`config.mk`:
```
export PLATFORM = sky130hd
export DESIGN_NAME = csr_cmd_master_flat
export DESIGN_NICKNAME = d
export VERILOG_FILES = /design/src/rtl/csr_cmd_master_if.sv /design/src/rtl/csr_cmd_master.sv /design/src/flat_wrapper.sv
export SDC_FILE = /design/constraint.sdc
export NUM_CORES = 1
export LEC_CHECK = 0
export BUFFER_PORTS_ARGS = -buffer_cell sky130_fd_sc_hd__buf_2
export CELL_PAD_IN_SITES_DETAIL_PLACEMENT = 0
export CELL_PAD_IN_SITES_GLOBAL_PLACEMENT = 1
export CORE_AREA = 2 2 83 85
export CTS_BUF_LIST = sky130_fd_sc_hd__clkbuf_8
export DETAILED_ROUTE_END_ITERATION = 16
export DIE_AREA = 0 0 85 87
export HOLD_SLACK_MARGIN = 0.15
export PLACE_DENSITY = 0.87
export SETUP_SLACK_MARGIN = 0.15
export SLEW_MARGIN = 20
export SYNTH_ARGS = -nofsm -noshare
export SYNTH_HDL_FRONTEND = slang
export SYNTH_SLANG_ARGS = --single-unit
```
`constraint.sdc`:
```
create_clock -name clk -period 2.1 [get_ports clk]
set_input_delay 0.105 -clock clk [delete_from_list [all_inputs] [get_ports clk]]
set_output_delay 0.105 -clock clk [all_outputs]
set_load 0.01 [all_outputs]
```
`src/rtl/csr_cmd_master_if.sv`:
```
`default_nettype none
// ============================================================================
//  Module      : csr_cmd_master_if
//  Description : Signal bundle between csr_cmd_master and its surroundings:
//                host rx byte link, host tx byte link and the CSR memory
//                interface, plus the busy flag.
//                  rx_valid_i/rx_data_i/rx_ready_o : host bytes in
//                  tx_valid_o/tx_data_o/tx_ready_i : response bytes out
//                  csr_addr_o/csr_ack_o/csr_data_o : CSR address, write strobe
//                                                    and write data
//                  csr_data_i                      : CSR read data (1-cycle)
//                  busy_o                          : master not idle
//                Modport master is used by csr_cmd_master; slave by the
//                environment that drives the links and models the CSR block.
//  Revision    : 1.0 - initial release
// ============================================================================
interface csr_cmd_master_if #(
  parameter int ADDR_WIDTH = 12
);
  logic                  rx_valid_i;
  logic [7:0]            rx_data_i;
  logic                  rx_ready_o;
  logic                  tx_valid_o;
  logic [7:0]            tx_data_o;
  logic                  tx_ready_i;
  logic [ADDR_WIDTH-1:0] csr_addr_o;
  logic                  csr_ack_o;
  logic [7:0]            csr_data_o;
  logic [7:0]            csr_data_i;
  logic                  busy_o;

  modport master (
    input  rx_valid_i, rx_data_i, tx_ready_i, csr_data_i,
    output rx_ready_o, tx_valid_o, tx_data_o, csr_addr_o, csr_ack_o,
           csr_data_o, busy_o
  );

  modport slave (
    output rx_valid_i, rx_data_i, tx_ready_i, csr_data_i,
    input  rx_ready_o, tx_valid_o, tx_data_o, csr_addr_o, csr_ack_o,
           csr_data_o, busy_o
  );
endinterface
`default_nettype wire

```
`src/rtl/csr_cmd_master.sv`:
```
`default_nettype none
// ============================================================================
//  Module      : csr_cmd_master
//  Description : CSR bus initiator driven by a host byte-stream protocol.
//                Frame: CMD, ADDR_HI, ADDR_LO, LEN, then LEN data bytes for
//                writes (LEN of 0 means 256). 'W' (0x57) writes, 'R' (0x52)
//                reads and streams the read bytes back; any other command
//                answers '?' (0x3F). A completed write burst answers 'K'.
//  Ports       : clk, rst (synchronous, active-high)
//                bus : csr_cmd_master_if.master (rx link, tx link, CSR port,
//                      busy flag)
//  Options     : `define CSR_CMD_MASTER_TIMEOUT_EN aborts a frame with '?'
//                after TIMEOUT_CYCLES idle cycles while waiting for frame
//                bytes. Without it the master waits indefinitely.
//  Revision    : 1.0 - initial release
// ============================================================================
module csr_cmd_master #(
  parameter int ADDR_WIDTH     = 12,
  parameter int TIMEOUT_CYCLES = 1000000
) (
  input  logic              clk,
  input  logic              rst,
  csr_cmd_master_if.master  bus
);

  localparam logic [7:0]            c_cmd_write = 8'h57;
  localparam logic [7:0]            c_cmd_read  = 8'h52;
  localparam logic [7:0]            c_rsp_ok    = 8'h4B;
  localparam logic [7:0]            c_rsp_err   = 8'h3F;
  localparam logic [ADDR_WIDTH-1:0] c_addr_one  = ADDR_WIDTH'(1);

  typedef enum logic [3:0] {
    S_IDLE, S_ADDR_HI, S_ADDR_LO, S_LEN, S_WDATA, S_WRITE,
    S_RADDR, S_RWAIT, S_RSEND, S_RESP, S_ERR
  } state_t;

  state_t                r_state;
  state_t                w_next_state;
  logic                  w_rx_ready;
  logic                  w_rx_xfer;
  logic                  w_tx_xfer;
  logic                  w_last;
  logic                  w_timeout;

  logic                  r_is_write;
  logic [3:0]            r_addr_hi;
  logic [ADDR_WIDTH-1:0] r_addr;
  logic [8:0]            r_cnt;      // bytes remaining, 1..256
  logic [7:0]            r_wdata;
  logic                  r_tx_valid;
  logic [7:0]            r_tx_data;

  assign w_rx_xfer = bus.rx_valid_i & w_rx_ready;
  assign w_tx_xfer = r_tx_valid & bus.tx_ready_i;
  assign w_last    = (r_cnt == 9'd1);

  // State register
  always_ff @(posedge clk) begin
    if (rst) r_state <= S_IDLE;
    else     r_state <= w_next_state;
  end

  // Next state and rx acceptance. rx_ready is held low while rst is asserted
  // so nothing is consumed during reset.
  always_comb begin
    w_next_state = r_state;
    w_rx_ready   = 1'b0;
    case (r_state)
      S_IDLE: begin
        w_rx_ready = ~rst;
        if (bus.rx_valid_i) begin
          if (bus.rx_data_i == c_cmd_write || bus.rx_data_i == c_cmd_read)
            w_next_state = S_ADDR_HI;
          else
            w_next_state = S_ERR;
        end
      end
      S_ADDR_HI: begin
        w_rx_ready = ~rst;
        if (bus.rx_valid_i) w_next_state = S_ADDR_LO;
      end
      S_ADDR_LO: begin
        w_rx_ready = ~rst;
        if (bus.rx_valid_i) w_next_state = S_LEN;
      end
      S_LEN: begin
        w_rx_ready = ~rst;
        if (bus.rx_valid_i) w_next_state = r_is_write ? S_WDATA : S_RADDR;
      end
      S_WDATA: begin
        w_rx_ready = ~rst;
        if (bus.rx_valid_i) w_next_state = S_WRITE;
      end
      S_WRITE: w_next_state = w_last ? S_RESP : S_WDATA;
      S_RADDR: w_next_state = S_RWAIT;
      S_RWAIT: w_next_state = S_RSEND;
      S_RSEND: begin
        if (w_tx_xfer) w_next_state = w_last ? S_IDLE : S_RADDR;
      end
      S_RESP, S_ERR: begin
        if (w_tx_xfer) w_next_state = S_IDLE;
      end
      default: w_next_state = S_IDLE;
    endcase
    if (w_timeout) w_next_state = S_ERR;
  end

  // Datapath. The address advances on leaving WRITE, so it is stable for the
  // whole strobe cycle; tx registers only move while idle or on a transfer.
  always_ff @(posedge clk) begin
    if (rst) begin
      r_is_write <= 1'b0;
      r_addr_hi  <= 4'd0;
      r_addr     <= '0;
      r_cnt      <= 9'd0;
      r_wdata    <= 8'd0;
      r_tx_valid <= 1'b0;
      r_tx_data  <= 8'd0;
    end else begin
      case (r_state)
        S_IDLE: begin
          if (w_rx_xfer) begin
            r_is_write <= (bus.rx_data_i == c_cmd_write);
            if (bus.rx_data_i != c_cmd_write && bus.rx_data_i != c_cmd_read) begin
              r_tx_data  <= c_rsp_err;
              r_tx_valid <= 1'b1;
            end
          end
        end
        S_ADDR_HI: if (w_rx_xfer) r_addr_hi <= bus.rx_data_i[3:0];
        S_ADDR_LO: if (w_rx_xfer) r_addr <= ADDR_WIDTH'({r_addr_hi, bus.rx_data_i});
        S_LEN: begin
          if (w_rx_xfer)
            r_cnt <= (bus.rx_data_i == 8'd0) ? 9'd256 : {1'b0, bus.rx_data_i};
        end
        S_WDATA: if (w_rx_xfer) r_wdata <= bus.rx_data_i;
        S_WRITE: begin
          r_addr <= r_addr + c_addr_one;
          r_cnt  <= r_cnt - 9'd1;
          if (w_last) begin
            r_tx_data  <= c_rsp_ok;
            r_tx_valid <= 1'b1;
          end
        end
        S_RWAIT: begin
          r_tx_data  <= bus.csr_data_i;
          r_tx_valid <= 1'b1;
        end
        S_RSEND: begin
          if (w_tx_xfer) begin
            r_tx_valid <= 1'b0;
            r_addr     <= r_addr + c_addr_one;
            r_cnt      <= r_cnt - 9'd1;
          end
        end
        S_RESP, S_ERR: if (w_tx_xfer) r_tx_valid <= 1'b0;
        default: ;
      endcase
      if (w_timeout) begin
        r_tx_data  <= c_rsp_err;
        r_tx_valid <= 1'b1;
      end
    end
  end

`ifdef CSR_CMD_MASTER_TIMEOUT_EN
  localparam int                   c_tmo_w    = (TIMEOUT_CYCLES > 1) ? $clog2(TIMEOUT_CYCLES) : 1;
  localparam logic [c_tmo_w-1:0]   c_tmo_last = c_tmo_w'(TIMEOUT_CYCLES - 1);
  localparam logic [c_tmo_w-1:0]   c_tmo_one  = c_tmo_w'(1);

  logic [c_tmo_w-1:0] r_tmo;
  logic               w_tmo_state;

  // Only the states waiting on host bytes are timed.
  assign w_tmo_state = (r_state == S_ADDR_HI) || (r_state == S_ADDR_LO) ||
                       (r_state == S_LEN)     || (r_state == S_WDATA);
  assign w_timeout   = w_tmo_state && !w_rx_xfer && (r_tmo == c_tmo_last);

  always_ff @(posedge clk) begin
    if (rst)
      r_tmo <= '0;
    else if (!w_tmo_state || w_rx_xfer || (w_next_state != r_state))
      r_tmo <= '0;
    else
      r_tmo <= r_tmo + c_tmo_one;
  end
`else
  logic [31:0] w_unused_timeout;
  assign w_unused_timeout = TIMEOUT_CYCLES;
  assign w_timeout        = 1'b0;
`endif

  assign bus.rx_ready_o = w_rx_ready;
  assign bus.tx_valid_o = r_tx_valid;
  assign bus.tx_data_o  = r_tx_data;
  assign bus.csr_addr_o = r_addr;
  assign bus.csr_ack_o  = (r_state == S_WRITE);
  assign bus.csr_data_o = r_wdata;
  assign bus.busy_o     = (r_state != S_IDLE);

endmodule
`default_nettype wire

```
`src/flat_wrapper.sv`:
```
// flat-port wrapper written by rule: the top's interface ports become plain ports
module csr_cmd_master_flat 
#(
  parameter int ADDR_WIDTH     = 12,
  parameter int TIMEOUT_CYCLES = 1000000
)
  (clk, rst, bus_rx_valid_i, bus_rx_data_i, bus_tx_ready_i, bus_csr_data_i, bus_rx_ready_o, bus_tx_valid_o, bus_tx_data_o, bus_csr_addr_o, bus_csr_ack_o, bus_csr_data_o, bus_busy_o);
  csr_cmd_master_if #(.ADDR_WIDTH(ADDR_WIDTH)) bus_i ();
  input  logic clk;
  input  logic rst;
  input wire logic [$bits(bus_i.rx_valid_i)-1:0] bus_rx_valid_i;
  input wire logic [$bits(bus_i.rx_data_i)-1:0] bus_rx_data_i;
  input wire logic [$bits(bus_i.tx_ready_i)-1:0] bus_tx_ready_i;
  input wire logic [$bits(bus_i.csr_data_i)-1:0] bus_csr_data_i;
  output wire logic [$bits(bus_i.rx_ready_o)-1:0] bus_rx_ready_o;
  output wire logic [$bits(bus_i.tx_valid_o)-1:0] bus_tx_valid_o;
  output wire logic [$bits(bus_i.tx_data_o)-1:0] bus_tx_data_o;
  output wire logic [$bits(bus_i.csr_addr_o)-1:0] bus_csr_addr_o;
  output wire logic [$bits(bus_i.csr_ack_o)-1:0] bus_csr_ack_o;
  output wire logic [$bits(bus_i.csr_data_o)-1:0] bus_csr_data_o;
  output wire logic [$bits(bus_i.busy_o)-1:0] bus_busy_o;
  assign bus_i.rx_valid_i = bus_rx_valid_i;
  assign bus_i.rx_data_i = bus_rx_data_i;
  assign bus_i.tx_ready_i = bus_tx_ready_i;
  assign bus_i.csr_data_i = bus_csr_data_i;
  assign bus_rx_ready_o = bus_i.rx_ready_o;
  assign bus_tx_valid_o = bus_i.tx_valid_o;
  assign bus_tx_data_o = bus_i.tx_data_o;
  assign bus_csr_addr_o = bus_i.csr_addr_o;
  assign bus_csr_ack_o = bus_i.csr_ack_o;
  assign bus_csr_data_o = bus_i.csr_data_o;
  assign bus_busy_o = bus_i.busy_o;
  csr_cmd_master #(.ADDR_WIDTH(ADDR_WIDTH), .TIMEOUT_CYCLES(TIMEOUT_CYCLES)) u_core (.clk(clk), .rst(rst), .bus(bus_i));
endmodule
```
==> results.ini <==
[routing]
num_vias=2679
ant_nets=0
routedWlPerCell_um=14.73
route.detailed.drc=0
avgViaCountPerCell=5.558
drt_iter0_drc=134
drt-total-wl_um=7099
first_pass_iters=4

[synth]
synth_edf_count=0
yosys_register_bits=47
syn_nets=366
synth_cell_type_count=59
synth_seq_area_share=0.3524
synth_top_area_cell=dfxtp_1
synthFlopType=dfxtp_1
muxShareOfSynthArea=0.04873
yosysWarnings=0
yosys-top-cells-area=dfxtp_1 (35%), a21oi_1 (6.0%), o21ai_0 (6.0%), nor2_1 (5.9%), mux2i_1 (4.9%)
syn_inst=343
synth-async-reset-ratio=0
synth_fa_ha_area_frac=0.01406
synth_top_family_by_area=simple AND/OR/NAND/NOR gates
yosys.area.top_type_share=0.3524
synth_compound_area_frac=0.2320
yosys.area_share.simple=0.2877
synthXorXnorAreaFrac=0.003280
syn_area_per_cell_um2=7.784
syn_area_um2=2670

[cts]
clock_sink_count=47
cts_buffers=5
htreeDepth=2
clock-root-buffer=clkbuf_8
cts_tree=built
cts_buffer_depth=2
clkTransAtPathRegs_ns=0.09
insertion_delay_ns=0.31
post_cts_buffers=0

[worst_hold_path]
hold_start=bus_rx_valid_i
whs_endpoint=u_core.r_state[2]
hold_class=in2reg
hold_depth=3

[finish]
drive_above_1_share=0.2264
fin_util=0.4981
num_antenna_cells=0
syn_to_final_growth_pct=22.54
nets=424
instances_no_fill=482

[power_and_ir_drop]
cellPowerDensity_nw_per_um2=829.8
intPower_uw=1662
clkPwrFrac=0.209
power_frac_seq=0.390
ir_drop_mv=0.4240
p_sw_frac=0.3878
power_frac_comb=0.401
leakage_uw=0.001346
switchingPower_uw=1053

[critical_path]
endpoint_kind=flip-flop
critPathKind=in2reg
reg2reg_setup_slack_ns=0.27
cp.required_ns=2.28
arrival_ns=2.04
reg2regPathDepth=7
reg2reg_from=u_core.r_state[2]
startpoint_type=input pin
cp_max_fo=9
regToRegEndpoint=u_core.bus.csr_addr_o[9]

[grt]
grt_use_total=0.1947
grt_pass1_wl_um=11660
first_global_vias=2396
grt_max_degree=54
grt-ovfl-total=0
antenna_found_initial=0

[floorplan]
rows=30
die_h_um=87
coreArea_um2=6569
start_util=0.4065
die_w_um=85
ios=52
die_area_um2=7395

[timing]
period_minus_slack_ns=1.857
grt_setup_unrepaired=no
timing.fmax_mhz=538.4
tns_ns=0
hold_viol=0
setup_viol=0
tightestPinTransition_ns=0.5405
fin_crit_sh=0.8844
drv_slew=0
relSlewSlack=0.6397
finClkSkew_ns=0.004970

[place]
place_inst=461
routabilityCongestion=0.8886
hpwl_um=4966
io_buffers=51

[outcome]
status=complete, no violations

[flow_run]
drv_cap=0

## synth_stat cells (2+ instances only)
master	number
nor3_2	2
a21oi_1	32
a31oi_1	2
o32ai_1	3
ha_1	3
o21ai_1	2
a21o_1	3
inv_1	6
buf_4	4
dfxtp_1	47
or4_1	2
o21bai_1	2
o21a_1	7
nor4_1	5
or3b_2	2
and2_1	7
or3_1	4
nand2b_1	7
buf_6	3
nor2_1	42
nand3b_1	3
nand2_1	22
buf_2	6
mux2i_1	13
nand3_1	13
a211oi_1	5
nand4_1	5
o21ai_0	32
o22ai_1	2
nor3_1	14
nor2b_1	4
clkbuf_1	12
## metrics by stage
step	total power (uW)	setup slack [ns]	hold WS, ns	cell area, um2
final	2715	0.2427	0.1729	3272
after CTS	2690	0.1473	0.1777	3222
after global placement	2096	0.09263	0.3599	2993
after detailed placement	2099	0.06921	0.3648	2993
after floorplan	1817	0.4595	0.2489	2670
after global routing	2898	0.1514	0.1724	3272
## power by group through the flow
| stage | Clock (uW) | Sequential, uW | Combinational (uW) |
|---|---|---|---|
| 2_1_floorplan | 0 | 1060 | 759 |
| 4_1_cts | 586 | 1050 | 1050 |
| 6_report | 566 | 1060 | 1090 |
| 5_1_grt | 627 | 1070 | 1200 |
| 3_3_place_gp | 0 | 1070 | 1030 |
| 3_5_place_dp | 0 | 1070 | 1030 |
## worst max-delay path by stage
| stage | slack, ns | depth (start not counted) | startpoint | end |
|---|---|---|---|---|
| 3_5_place_dp | 0.07 | 6 | u_core.r_state[2] | u_core.bus.csr_addr_o[9] |
| 6_report | 0.24 | 7 | bus_rx_data_i[2] | u_core.bus.tx_data_o[6] |
| 2_1_floorplan | 0.46 | 7 | u_core.r_state[0] | u_core.bus.csr_addr_o[1] |
| 4_1_cts | 0.15 | 6 | u_core.r_state[2] | u_core.bus.csr_addr_o[8] |
| 3_3_place_gp | 0.09 | 6 | u_core.r_state[3] | u_core.bus.csr_addr_o[9] |
| 5_1_grt | 0.15 | 7 | bus_rx_data_i[3] | u_core.bus.tx_data_o[7] |
## layer usage
metal	track usage	share of wire
met1	0.2627	0.46
met2	0.3118	0.46
met3	0.05118	0.062
met4	0.04762	0.014
met5	0	0
## critical path, cell delays in order
cell	delay [ns]
dlygate4sd3_1	0.53
buf_2	0.19
xor2_1	0.26
nor3_4	0.08
a221o_1	0.37
a21oi_2	0.36
o32ai_1	0.13
## final cells by class
| cell class | instances | area [um2] |
|---|---|---|
| Timing Repair Buffer | 77 | 495.5 |
| Multi-Input combinational cell | 264 | 1623 |
| Fill cell | 651 | 3297 |
| Tap cell | 80 | 100.1 |
| Clock buffer | 5 | 68.82 |
| Sequential cell | 47 | 942.2 |
| Inverter | 6 | 22.52 |
| Clock inverter | 3 | 20.02 |
## sequential cells by signal, indices dropped and copies added (netlist names)
register	cells
u_core.bus.tx_data_o	8
u_core.bus.csr_data_o	8
u_core.r_cnt	9
u_core.r_is_write	1
u_core.r_addr_hi	4
u_core.bus.csr_addr_o	12
u_core.r_state	4
u_core.bus.tx_valid_o	1
## cells by family after synthesis
group | after synthesis
multiplexers | 13
flip-flops | 47
XOR/XNOR | 1
AND/OR/NAND/NOR | 145
AO/OA/AOI/OAI | 102
buffers and inverters | 32
adder cells (fa/ha/maj) | 3
## placed cells by master (no fill, tap or decap), drive strengths merged, types with 13 or more instances in the layout
master	instances
o21ai	34
dlygate4sd3	13
a21oi	33
buf	64
nand2	22
nand3	13
nor2	43
dfxtp	47
nor3	16
mux2i	13
## what timing repair did
| item | CTS | global route |
|---|---|---|
| hold buffers | 13 | 0 |
| pin swaps | 0 | 1 |
| setup endpoints to repair | 11 | 34 |
| gates resized for setup | 2 | 10 |
| hold endpoints to repair | 19 | 0 |
Power figures use the tool's default switching activity.
